===== src/rtl/serial_transmitter.sv =====
`default_nettype none
// ============================================================================
// Module : serial_transmitter
// Byte-to-serial framer: start bit, 8 data bits LSB first, optional parity,
// 1 or 2 stop bits, fed through a one-entry holding buffer.
// Rev    : 1.0
// ============================================================================
module serial_transmitter #(
  parameter int CLKS_PER_BIT = 1,
  parameter int PARITY_EN    = 0,
  parameter int PARITY_ODD   = 0,
  parameter int STOP_BITS    = 1
) (
  input  logic       clk,
  input  logic       reset,
  input  logic [7:0] tx_data,
  input  logic       tx_valid,
  output logic       tx_ready,
  output logic       serial_out,
  output logic       busy,
  output logic       frame_done
);

  localparam int c_baud_w = (CLKS_PER_BIT > 1) ? $clog2(CLKS_PER_BIT) : 1;
  localparam logic [c_baud_w-1:0] c_baud_last = c_baud_w'(CLKS_PER_BIT - 1);
  localparam logic [c_baud_w-1:0] c_baud_pre  = c_baud_w'((CLKS_PER_BIT > 1) ? CLKS_PER_BIT - 2 : 0);
  localparam logic c_stop_last = (STOP_BITS == 2);
  localparam logic c_par_odd   = (PARITY_ODD != 0);
  localparam logic c_one_clk   = (CLKS_PER_BIT == 1);

  typedef enum logic [2:0] {
    S_IDLE   = 3'd0,
    S_START  = 3'd1,
    S_DATA   = 3'd2,
    S_PARITY = 3'd3,
    S_STOP   = 3'd4
  } state_t;

  state_t                r_state;
  logic [c_baud_w-1:0]   r_baud;
  logic [2:0]            r_bit_cnt;
  logic                  r_stop_cnt;
  logic [7:0]            r_shift;
  logic                  r_parity;
  logic [7:0]            r_buf;
  logic                  r_buf_full;
  logic                  r_serial;
  logic                  r_busy;
  logic                  r_frame_done;

  logic w_bit_end;
  logic w_last_stop;
  logic w_load;

  assign w_bit_end   = (r_baud == c_baud_last);
  assign w_last_stop = (r_stop_cnt == c_stop_last);
  // Unload either from idle or straight out of the final stop bit (contiguous frames)
  assign w_load = r_buf_full &&
                  ((r_state == S_IDLE) || (r_state == S_STOP && w_bit_end && w_last_stop));

  assign tx_ready   = !r_buf_full;
  assign serial_out = r_serial;
  assign busy       = r_busy;
  assign frame_done = r_frame_done;

  always_ff @(posedge clk or negedge reset) begin
    if (!reset) begin
      r_state      <= S_IDLE;
      r_baud       <= '0;
      r_bit_cnt    <= '0;
      r_stop_cnt   <= 1'b0;
      r_shift      <= '0;
      r_parity     <= 1'b0;
      r_buf        <= '0;
      r_buf_full   <= 1'b0;
      r_serial     <= 1'b1;
      r_busy       <= 1'b0;
      r_frame_done <= 1'b0;
    end else begin
      r_frame_done <= 1'b0;

      if (tx_valid && !r_buf_full) begin
        r_buf      <= tx_data;
        r_buf_full <= 1'b1;
      end

      if (w_load) begin
        r_shift    <= r_buf;
        r_parity   <= (^r_buf) ^ c_par_odd;
        r_buf_full <= 1'b0;
        r_state    <= S_START;
        r_serial   <= 1'b0;
        r_busy     <= 1'b1;
        r_baud     <= '0;
        r_bit_cnt  <= '0;
        r_stop_cnt <= 1'b0;
      end else if (r_state != S_IDLE) begin
        if (!w_bit_end) begin
          r_baud <= r_baud + 1'b1;
          // Pulse lands on the final clock of the final stop bit
          if (r_state == S_STOP && w_last_stop && r_baud == c_baud_pre)
            r_frame_done <= 1'b1;
        end else begin
          r_baud <= '0;
          unique case (r_state)
            S_START: begin
              r_state   <= S_DATA;
              r_serial  <= r_shift[0];
              r_bit_cnt <= '0;
            end
            S_DATA: begin
              if (r_bit_cnt != 3'd7) begin
                r_bit_cnt <= r_bit_cnt + 3'd1;
                r_shift   <= {1'b0, r_shift[7:1]};
                r_serial  <= r_shift[1];
              end else if (PARITY_EN != 0) begin
                r_state  <= S_PARITY;
                r_serial <= r_parity;
              end else begin
                r_state      <= S_STOP;
                r_stop_cnt   <= 1'b0;
                r_serial     <= 1'b1;
                r_frame_done <= c_one_clk && !c_stop_last;
              end
            end
            S_PARITY: begin
              r_state      <= S_STOP;
              r_stop_cnt   <= 1'b0;
              r_serial     <= 1'b1;
              r_frame_done <= c_one_clk && !c_stop_last;
            end
            S_STOP: begin
              if (!w_last_stop) begin
                r_stop_cnt   <= 1'b1;
                r_serial     <= 1'b1;
                r_frame_done <= c_one_clk;
              end else begin
                r_state  <= S_IDLE;
                r_serial <= 1'b1;
                r_busy   <= 1'b0;
              end
            end
            default: begin
              r_state  <= S_IDLE;
              r_serial <= 1'b1;
              r_busy   <= 1'b0;
            end
          endcase
        end
      end
    end
  end

endmodule
`default_nettype wire


===== config.mk =====
export PLATFORM = sky130hd
export DESIGN_NAME = serial_transmitter
export DESIGN_NICKNAME = d
export VERILOG_FILES = /design/src/rtl/serial_transmitter.sv
export SDC_FILE = /design/constraint.sdc
export NUM_CORES = 1
export LEC_CHECK = 0
export BUFFER_PORTS_ARGS = -buffer_cell sky130_fd_sc_hd__buf_2
export CORE_MARGIN = 2
export CORE_UTILIZATION = 35
export DETAILED_ROUTE_END_ITERATION = 8
export HOLD_SLACK_MARGIN = 0.12
export RECOVER_POWER = 25
export SLEW_MARGIN = 40
export SYNTH_ARGS = -nofsm -noshare
export SYNTH_HDL_FRONTEND = slang
export SYNTH_SLANG_ARGS = --single-unit

===== constraint.sdc =====
create_clock -name clk -period 3.7 [get_ports clk]
set_clock_uncertainty 0.05 [all_clocks]
set_input_delay 0.74 -clock clk [delete_from_list [all_inputs] [get_ports clk]]
set_output_delay 0.74 -clock clk [all_outputs]
set_load 0.1 [all_outputs]

==> impl_metrics.ini, run 1 <==
[timing]
fin_crit_ps = 2090
fin_crit_sh = 0.564
hold_viol = 0
fmax_mhz = 479
slew_violations = 0
final-setup-viol-count = 0
rsz0062_at_grt = false
worstMarginPinSlew_ps = 1330
max-slew-margin-rel = 0.115
tns_ps = 0

[min_path]
worstHoldStart = busy$_DFFE_PN0P_
min_to = busy$_DFFE_PN0P_
hp-class = reg2reg
min_path_cells = 1

[grt]
grt_pass1_vias = 714
grt_overflow_total = 0
grt_first_pass_wirelength_um = 3070
grt_use_total = 0.0988
antenna_found_initial = 0
grt_max_degree = 27

[cts]
cts_made_buffers = 3
ctsResizeCount = 0
cts_setup_buffers = 0
cts.sinks = 26
h-tree-depth = 1
clk_pin_slew_ps = 130
cts_tree = yes
insertion_delay_ps = 310
cts-root-buf = clkbuf_4
cts_hold_buf = 0
clk_path_buf_depth = 2

[floorplan]
row_count = 21
die_height_um = 62.1
die-area_um2 = 3860
die_w_um = 62.1
io-pin-count = 15
start_util = 0.360
coreArea_um2 = 3280

[critical_path]
arrival_ps = 2250
critPathCaptureType = register
r2r_end = r_shift[1]$_DFFE_PN0P_
critPathLaunch = r_bit_cnt[0]$_DFFE_PN0P_
reg2reg_slack_ps = 1610
timing.rr.start = r_bit_cnt[0]$_DFFE_PN0P_
rr_worst_depth = 5
crit_required_ps = 3870
worstSetupStartpointType = register
crit_type = reg2reg
critPathMaxFanout = 9

[routing]
vias = 718
vias_per_cell = 4.69
routed_wl_um = 1730
wire_per_inst_um = 11.3
drt-initial-drc-count = 26
firstDrtPassIters = 4
ant_nets = 0
drcViolationCount = 0

[cells_and_area]
area_delta_synth_final_pct = 11.0
drive_gt1_frac = 0.411
fin_util = 0.400
fillers = 324
layout_common_cells = 25 x dfrtp_1, 22 x mux2_2, 13 x buf_2
diodes = 0
final_nets = 121
layout_commonest_cell = dfrtp_1

[yosys]
syn_inst = 93
avgSynthCellArea_um2 = 12.7
ys_ff_latch = 26
ys.flop_type = dfrtp_1
synth_nets = 106
seq_area_frac_synth = 0.551
async_flop_share = 1.00
synthDistinctLibCells = 26
synth_area_um2 = 1180
synth_edf_count = 0
yosys_warnings = 0

[placement]
place_hpwl_um = 1240
portBuffers = 14
gp_congestion = 0.778

[power_and_ir_drop]
p_leak_nw = 0.590
ir_worst_vdd_uv = 355
p_per_area_nw_per_um2 = 941

[run_status]
status = finished, final reports clean

[job]
cap_violations = 0
==> final cells by class <==
type	count	area (µm²)	area share
Tap cell	46	57.6	0.0439
Timing Repair Buffer	15	76.3	0.0582
Clock buffer	4	26.3	0.0200
Multi-Input combinational cell	57	482	0.367
Inverter	5	18.8	0.0143
Sequential cell	26	652	0.497
==> how the worst max path moves through the flow <==
stage | endpoint | slack, ps | cells after the start
floorplan | r_shift[0]$_DFFE_PN0P_ | 1750 | 5
global placement | r_shift[6]$_DFFE_PN0P_ | 1660 | 5
detailed placement | r_shift[4]$_DFFE_PN0P_ | 1610 | 5
CTS | r_shift[1]$_DFFE_PN0P_ | 1600 | 5
global route | r_shift[1]$_DFFE_PN0P_ | 1510 | 5
finish | r_shift[1]$_DFFE_PN0P_ | 1610 | 5
==> Yosys cell counts (2+ instances only) <==
library cell | instances | area (µm²)
clkbuf_1 | 3 | 11.3
o21ai_0 | 6 | 30.0
nor3b_1 | 2 | 15.0
dfrtp_1 | 25 | 626
nor3_1 | 2 | 10.0
a21o_1 | 2 | 15.0
o311ai_0 | 2 | 17.5
mux2_2 | 22 | 248
ha_1 | 2 | 25.0
a31oi_1 | 2 | 12.5
nor2_1 | 6 | 22.5
inv_1 | 5 | 18.8
==> worst max-delay path, stage by stage, from the launching register on <==
cell and delay [ps]:
dfrtp_1 420, ha_1 200, ha_1 230, or3b_4 410, a21oi_4 290, mux2_2 370
==> logic make-up (layout without fill, tap and decap cells) <==
family | Yosys count | count (layout) | synth area share
AO/OA/AOI/OAI | 16 | 16 | 0.0931
adder cells (fa/ha/maj) | 2 | 2 | 0.0212
buffers and inverters | 10 | 24 | 0.0413
flip-flops | 26 | 26 | 0.551
multiplexers | 23 | 23 | 0.218
AND/OR/NAND/NOR | 16 | 16 | 0.0751
==> flip-flops by register name, summed over array words and instances, names as in the netlist <==
signal / flops
r_state: 3
serial_out: 1
frame_done: 1
r_shift: 8
r_buf: 8
busy: 1
r_bit_cnt: 3
r_buf_full: 1
==> routing by layer <==
layer  wire length [µm]  global-route usage  vias to the layer above
met5                  0                   0                        -
met4                  0              0.0222                        0
met1                852               0.129                      348
met2                801               0.158                       14
li1                   -                   -                      356
met3                 79              0.0362                        0
==> through the flow <==
step | power (mW) | hold slack (ps) | std cells | area (µm²) | worst slack (ps)
final | 1.24 | 449 | 153 | 1310 | 1610
after global routing | 1.33 | 489 | 153 | 1310 | 1510
after CTS | 1.25 | 355 | 153 | 1310 | 1600
after detailed placement | 1.13 | 431 | 149 | 1290 | 1610
after global placement | 1.12 | 421 | 149 | 1290 | 1660
after floorplan | 1.03 | 394 | 93 | 1180 | 1750
==> report_power, final <==
part	total (mW)	internal (mW)	switching [mW]
Clock	0.122	0.0422	0.0794
Sequential	0.519	0.420	0.0992
Combinational	0.595	0.282	0.313
Total	1.24	0.744	0.491
Power figures use the tool's default switching activity.
==> run 2, diff against run 1 <==
- clock period: 3.7 -> 1.75 ns (I/O delays scaled with it)
==> impl_metrics.ini, run 2 (same netlist as run 1, synthesis figures left out) <==
[grt]
use_met3 = 0.0380
grt_pass1_vias = 782
grt_use_total = 0.115
grt_overflow_total = 0
grt_max_degree = 27
grt_use_met2 = 0.196
busiest_layer = met2
antenna_found_initial = 0
grt_first_pass_wirelength_um = 3550
grt_util_met1 = 0.147

[cells_and_area]
instances_no_fill = 167
area_delta_synth_final_pct = 25.9
diodes = 0
layout_commonest_cell = dfrtp_1
final_nets = 135
reg_top3 = r_buf (8), r_shift (8)
design_area_um2 = 1490
layout_common_cells = 25 x dfrtp_1, 17 x mux2_2, 13 x buf_2
drive_gt1_frac = 0.504

[critical_path]
cp_cell_sequence = ha_2 -> ha_4 -> or3b_4 -> a21oi_4 -> buf_6 -> mux2_2
cp_top_family = flip-flops
worst-path-stages = 6
cp-endpoint = r_shift[4]$_DFFE_PN0P_
critPathCaptureType = register
r2r_end = r_shift[4]$_DFFE_PN0P_
worstSetupStartpointType = register
critPathMaxFanout = 5
timing.rr.start = r_bit_cnt[0]$_DFFE_PN0P_
crit_buf_inv = 1
crit_type = reg2reg
crit_required_ps = 1930
rr_worst_depth = 6
cpMaxStageDelayCell = dfrtp_1
reg2reg_slack_ps = -160
max_stage_delay_ps = 410
critPathLaunch = r_bit_cnt[0]$_DFFE_PN0P_
arrival_ps = 2080

[routing]
wire_per_inst_um = 12.1
vias = 794
routed_wl_um = 2030
firstDrtPassIters = 4
drt-initial-drc-count = 34
drcViolationCount = 0
vias_per_cell = 4.75
ant_nets = 0

[floorplan]
io-pin-count = 15
die_height_um = 62.1
row_count = 21
coreArea_um2 = 3280
die_w_um = 62.1
start_util = 0.360
die-area_um2 = 3860

[cts]
insertion_delay_ps = 320
cts.sinks = 26
cts_made_buffers = 3
cts_tree = yes
clk_path_buf_depth = 2
cts-root-buf = clkbuf_4
h-tree-depth = 1
clk_pin_slew_ps = 140

[timing]
hold_viol = 0
rsz0062_at_grt = true
timing.hold.ws_ps = 195
slew_violations = 0
fmax_mhz = 525
worstMarginPinSlew_ps = 637
max-slew-margin-rel = 0.575
final-setup-viol-count = 7
fin_ws_ps = -156
fin_crit_ps = 1910
fin_crit_sh = 1.09

[placement]
portBuffers = 14
gp_congestion = 0.788
post_dp_cell_area_um2 = 1390
place_inst = 160
place_hpwl_um = 1480

[power_and_ir_drop]
seq_power_share = 0.337
ir_worst_vdd_uv = 948
power_switching_mw = 1.13
power_mw = 3.09
p_per_area_nw_per_um2 = 2080
power_frac_clock = 0.133
swShare = 0.366
p_comb_frac = 0.530
p_leak_nw = 0.692
p_int_mw = 1.96

[min_path]
min_path_cells = 2
hp-class = in2reg

[run_status]
violations = negative setup slack
status = complete, but fails checks

[job]
cap_violations = 0
run 2: cell types whose count changed in the layout (fill, tap and decap cells not counted), moves of 2 or more:
cell      delta
mux2_2       -5
clkbuf_1     -2
buf_4       +11
buf_6        +2
mux2_4       +5
ha_1         -2
run 2: layout make-up:
class                           instances  area (µm²)
Fill cell                             315        1800
Sequential cell                        26         652
Multi-Input combinational cell         57         515
Timing Repair Buffer                   29         193
Tap cell                               46        57.6
Clock inverter                          1        30.0
Clock buffer                            3        22.5
Inverter                                5        18.8
run 2: through the flow:
step / setup TNS [ps] / utilization / setup slack (ps)
2_1_floorplan: -1150 / - / -170
3_3_place_gp: -1290 / 0.423 / -192
3_5_place_dp: -1500 / 0.423 / -225
4_1_cts: -926 / 0.452 / -150
5_1_grt: -1390 / 0.453 / -216
6_report: -925 / 0.453 / -156
run 2: how the worst min path moves through the flow:
| stage | start | to | slack (ps) |
|---|---|---|---|
| finish | tx_data[1] | r_buf[1]$_DFFE_PN0P_ | 200 |
| global route | tx_data[6] | r_buf[6]$_DFFE_PN0P_ | 150 |
| CTS | tx_data[1] | r_buf[1]$_DFFE_PN0P_ | 180 |
| detailed placement | reset | frame_done$_DFF_PN0_ | 330 |
| global placement | reset | frame_done$_DFF_PN0_ | 330 |
| floorplan | reset | busy$_DFFE_PN0P_ | 4 |
run 2: power groups by stage:
stage	combinational (mW)	clock, mW	sequential, mW
after floorplan	1.00	0	1.20
after global placement	1.46	0	1.05
after detailed placement	1.50	0	1.06
after CTS	1.64	0.428	1.05
after global routing	1.77	0.462	1.08
final	1.64	0.413	1.04
run 2: what timing repair did:
item | CTS | global route
resized for setup | 5 | 1
cloned | 0 | 0
hold buffers | 1 | 0
setup endpoints to repair | 7 | 7
hold endpoints to repair | 25 | 0
pin swaps | 1 | 0
buffers inserted | 2 | 0
run 2: worst reg2reg max path: cells and delay by family (launching register included):
kind	cells	cell delay (ps)
mux	1	320
fa+ha+maj	2	360
compound gates	1	150
simple gates	1	390
flops	1	410
buf+inv	1	140
run 2: layer usage:
layer	vias up	wire (µm)
met2	17	1010
met4	0	0
met5	-	0
li1	384	-
met1	393	933
met3	0	85
==> run 3, diff against run 2 <==
- ABC_AREA: not set -> 1
- SLEW_MARGIN: 40 -> not set
==> impl_metrics.ini, run 3 <==
[run_status]
status = finished, final reports clean

[critical_path]
worst-path-stages = 2
rr_worst_depth = 8
r2r_end = serial_out$_DFFE_PN1P_
crit_buf_inv = 2
cp_top_family = flip-flops
max_stage_delay_ps = 460
reg2reg_slack_ps = 310
cp_cell_sequence = clkinvlp_4 -> clkbuf_4
crit_required_ps = 1350
critPathMaxFanout = 4
critPathLaunch = r_buf_full$_DFFE_PN0P_
arrival_ps = 1210
crit_type = reg2out
timing.rr.start = r_bit_cnt[0]$_DFFE_PN0P_
critPathCaptureType = output port
cpMaxStageDelayCell = dfrtp_1
cp-endpoint = tx_ready
worstSetupStartpointType = register

[grt]
antenna_found_initial = 0
grt_pass1_vias = 839
grt_first_pass_wirelength_um = 3680
grt_max_degree = 27
grt_use_total = 0.118
grt_overflow_total = 0

[floorplan]
die_w_um = 62.2
start_util = 0.361
die_height_um = 62.2
die-area_um2 = 3870
io-pin-count = 15
coreArea_um2 = 3280
row_count = 21

[cells_and_area]
diodes = 0
drive_gt1_frac = 0.195
reg_top3 = r_buf (8), r_shift (8)
final_nets = 168
area_delta_synth_final_pct = 15.5
layout_commonest_cell = nand2_1
layout_common_cells = 47 x nand2_1, 25 x dfrtp_1, 14 x inv_1

[timing]
fin_crit_ps = 1610
hold_viol = 0
worstMarginPinSlew_ps = 628
slew_violations = 0
fmax_mhz = 621
tns_ps = 0
final-setup-viol-count = 0
rsz0062_at_grt = false
max-slew-margin-rel = 0.581
fin_crit_sh = 0.921

[power_and_ir_drop]
p_comb_frac = 0.478
p_per_area_nw_per_um2 = 2030
seq_power_share = 0.376
ir_worst_vdd_uv = 629
p_leak_nw = 0.743
p_int_mw = 1.51
swShare = 0.456
power_frac_clock = 0.147
power_mw = 2.78
power_switching_mw = 1.27

[yosys]
yosysTopAreaCellShare = 0.528
async_flop_share = 1.00
yosys.area.top_type = dfrtp_1
yosys_warnings = 0
synth_nets = 149
seq_area_frac_synth = 0.550
ys_ff_latch = 26
synthTopCellsByArea = dfrtp_1 53%, nand2_1 15%, inv_1 4.8%
synth_edf_count = 0
syn_inst = 136
ys.flop_type = dfrtp_1
synth_most_common_cell = nand2_1
synthDistinctLibCells = 20
synth_area_um2 = 1180
avgSynthCellArea_um2 = 8.71
synth_common_cells = 47 x nand2_1, 25 x dfrtp_1, 15 x inv_1

[cts]
cts_tree = yes
cts_made_buffers = 3
clk_pin_slew_ps = 150
cts_setup_buffers = 0
insertion_delay_ps = 320
cts.sinks = 26
cts-root-buf = clkbuf_4
clk_path_buf_depth = 2
h-tree-depth = 1

[routing]
dr_wl_met3_um = 67
vias = 881
vias_per_cell = 4.41
routed_wl_um = 1970
ant_nets = 0
m1WireLength_um = 942
firstDrtPassIters = 4
drcViolationCount = 0
drt-initial-drc-count = 21
wl_met2_um = 937
top_layer = met4
wire_per_inst_um = 9.87

[placement]
portBuffers = 14
gp_congestion = 0.876
place_hpwl_um = 1500

[job]
cap_violations = 0

[min_path]
hp-class = in2reg
==> run 3: cell count changes after synthesis, sizes merged, moves of 3 or more <==
cell	previous run	this run
nand3	1	7
clkbuf	3	0
mux2	22	2
a21oi	2	6
nand2	1	51
inv	5	16
nor2	6	13
==> run 3: power by group through the flow <==
stage          sequential, mW  combinational, mW  clock (mW)
6_report                 1.05               1.33       0.408
5_1_grt                  1.08               1.51       0.456
4_1_cts                  1.05               1.34       0.423
3_5_place_dp             1.06               1.34           0
3_3_place_gp             1.05               1.31           0
2_1_floorplan            1.22              0.949           0
==> run 3: worst min-delay path by stage <==
stage,cells after the start,startpoint,endpoint
global placement,1,reset,frame_done$_DFF_PN0_
CTS,2,tx_data[7],r_buf[7]$_DFFE_PN0P_
floorplan,0,reset,busy$_DFFE_PN0P_
finish,2,tx_data[7],r_buf[7]$_DFFE_PN0P_
detailed placement,1,reset,r_state[1]$_DFFE_PN0P_
global route,2,tx_data[0],r_buf[0]$_DFFE_PN0P_
==> run 3: kinds of logic (layout without fill, tap and decap cells) <==
family / after synthesis / in the layout / synth area share
buffers and inverters: 18 / 36 / 0.0718
AND/OR/NAND/NOR: 72 / 72 / 0.266
AO/OA/AOI/OAI: 16 / 16 / 0.0718
adder cells (fa/ha/maj): 2 / 2 / 0.0211
multiplexers: 2 / 2 / 0.0190
flip-flops: 26 / 26 / 0.550
==> run 3: timing repair <==
item / CTS / global route
hold buffers: 1 / 0
resized for setup: 0 / 2
endpoints found under the hold margin: 25 / 0
setup endpoints to repair: 0 / 2
==> run 3: per-layer routing <==
| metal | vias to the layer above | track usage |
|---|---|---|
| met3 | 4 | 0.0236 |
| met4 | 0 | 0.0417 |
| li1 | 458 | - |
| met1 | 403 | 0.157 |
| met5 | - | 0 |
| met2 | 16 | 0.192 |
==> run 3: final cells by class <==
cell class	count	area (µm²)
fillers	346	1920
well taps	46	57.6
clock inverters	1	30.0
flip-flops and latches	26	652
inverters	16	66.3
clock buffers	3	22.5
multi-input cells	92	448
repair buffers	16	92.6
==> run 3: worst reg2reg max path: stages (launching register included) <==
cell and delay [ps]:
dfrtp_1 420, ha_1 210, ha_1 250, inv_1 130, nand2_1 70, nand3_1 80, nand2_1 50, nor2_1 100
nor2_1 50
==> run 3: through the flow <==
step                cell area (µm²)   util  setup WS, ps  cells  hold WS, ps
floorplan                      1190      -          26.0    136         4.41
global placement               1300  0.396           378    195          332
detailed placement             1300  0.396           319    195          333
CTS                            1360  0.415          22.4    200          189
global route                   1370  0.417          56.9    200          175
finish                         1370  0.417           139    200          198
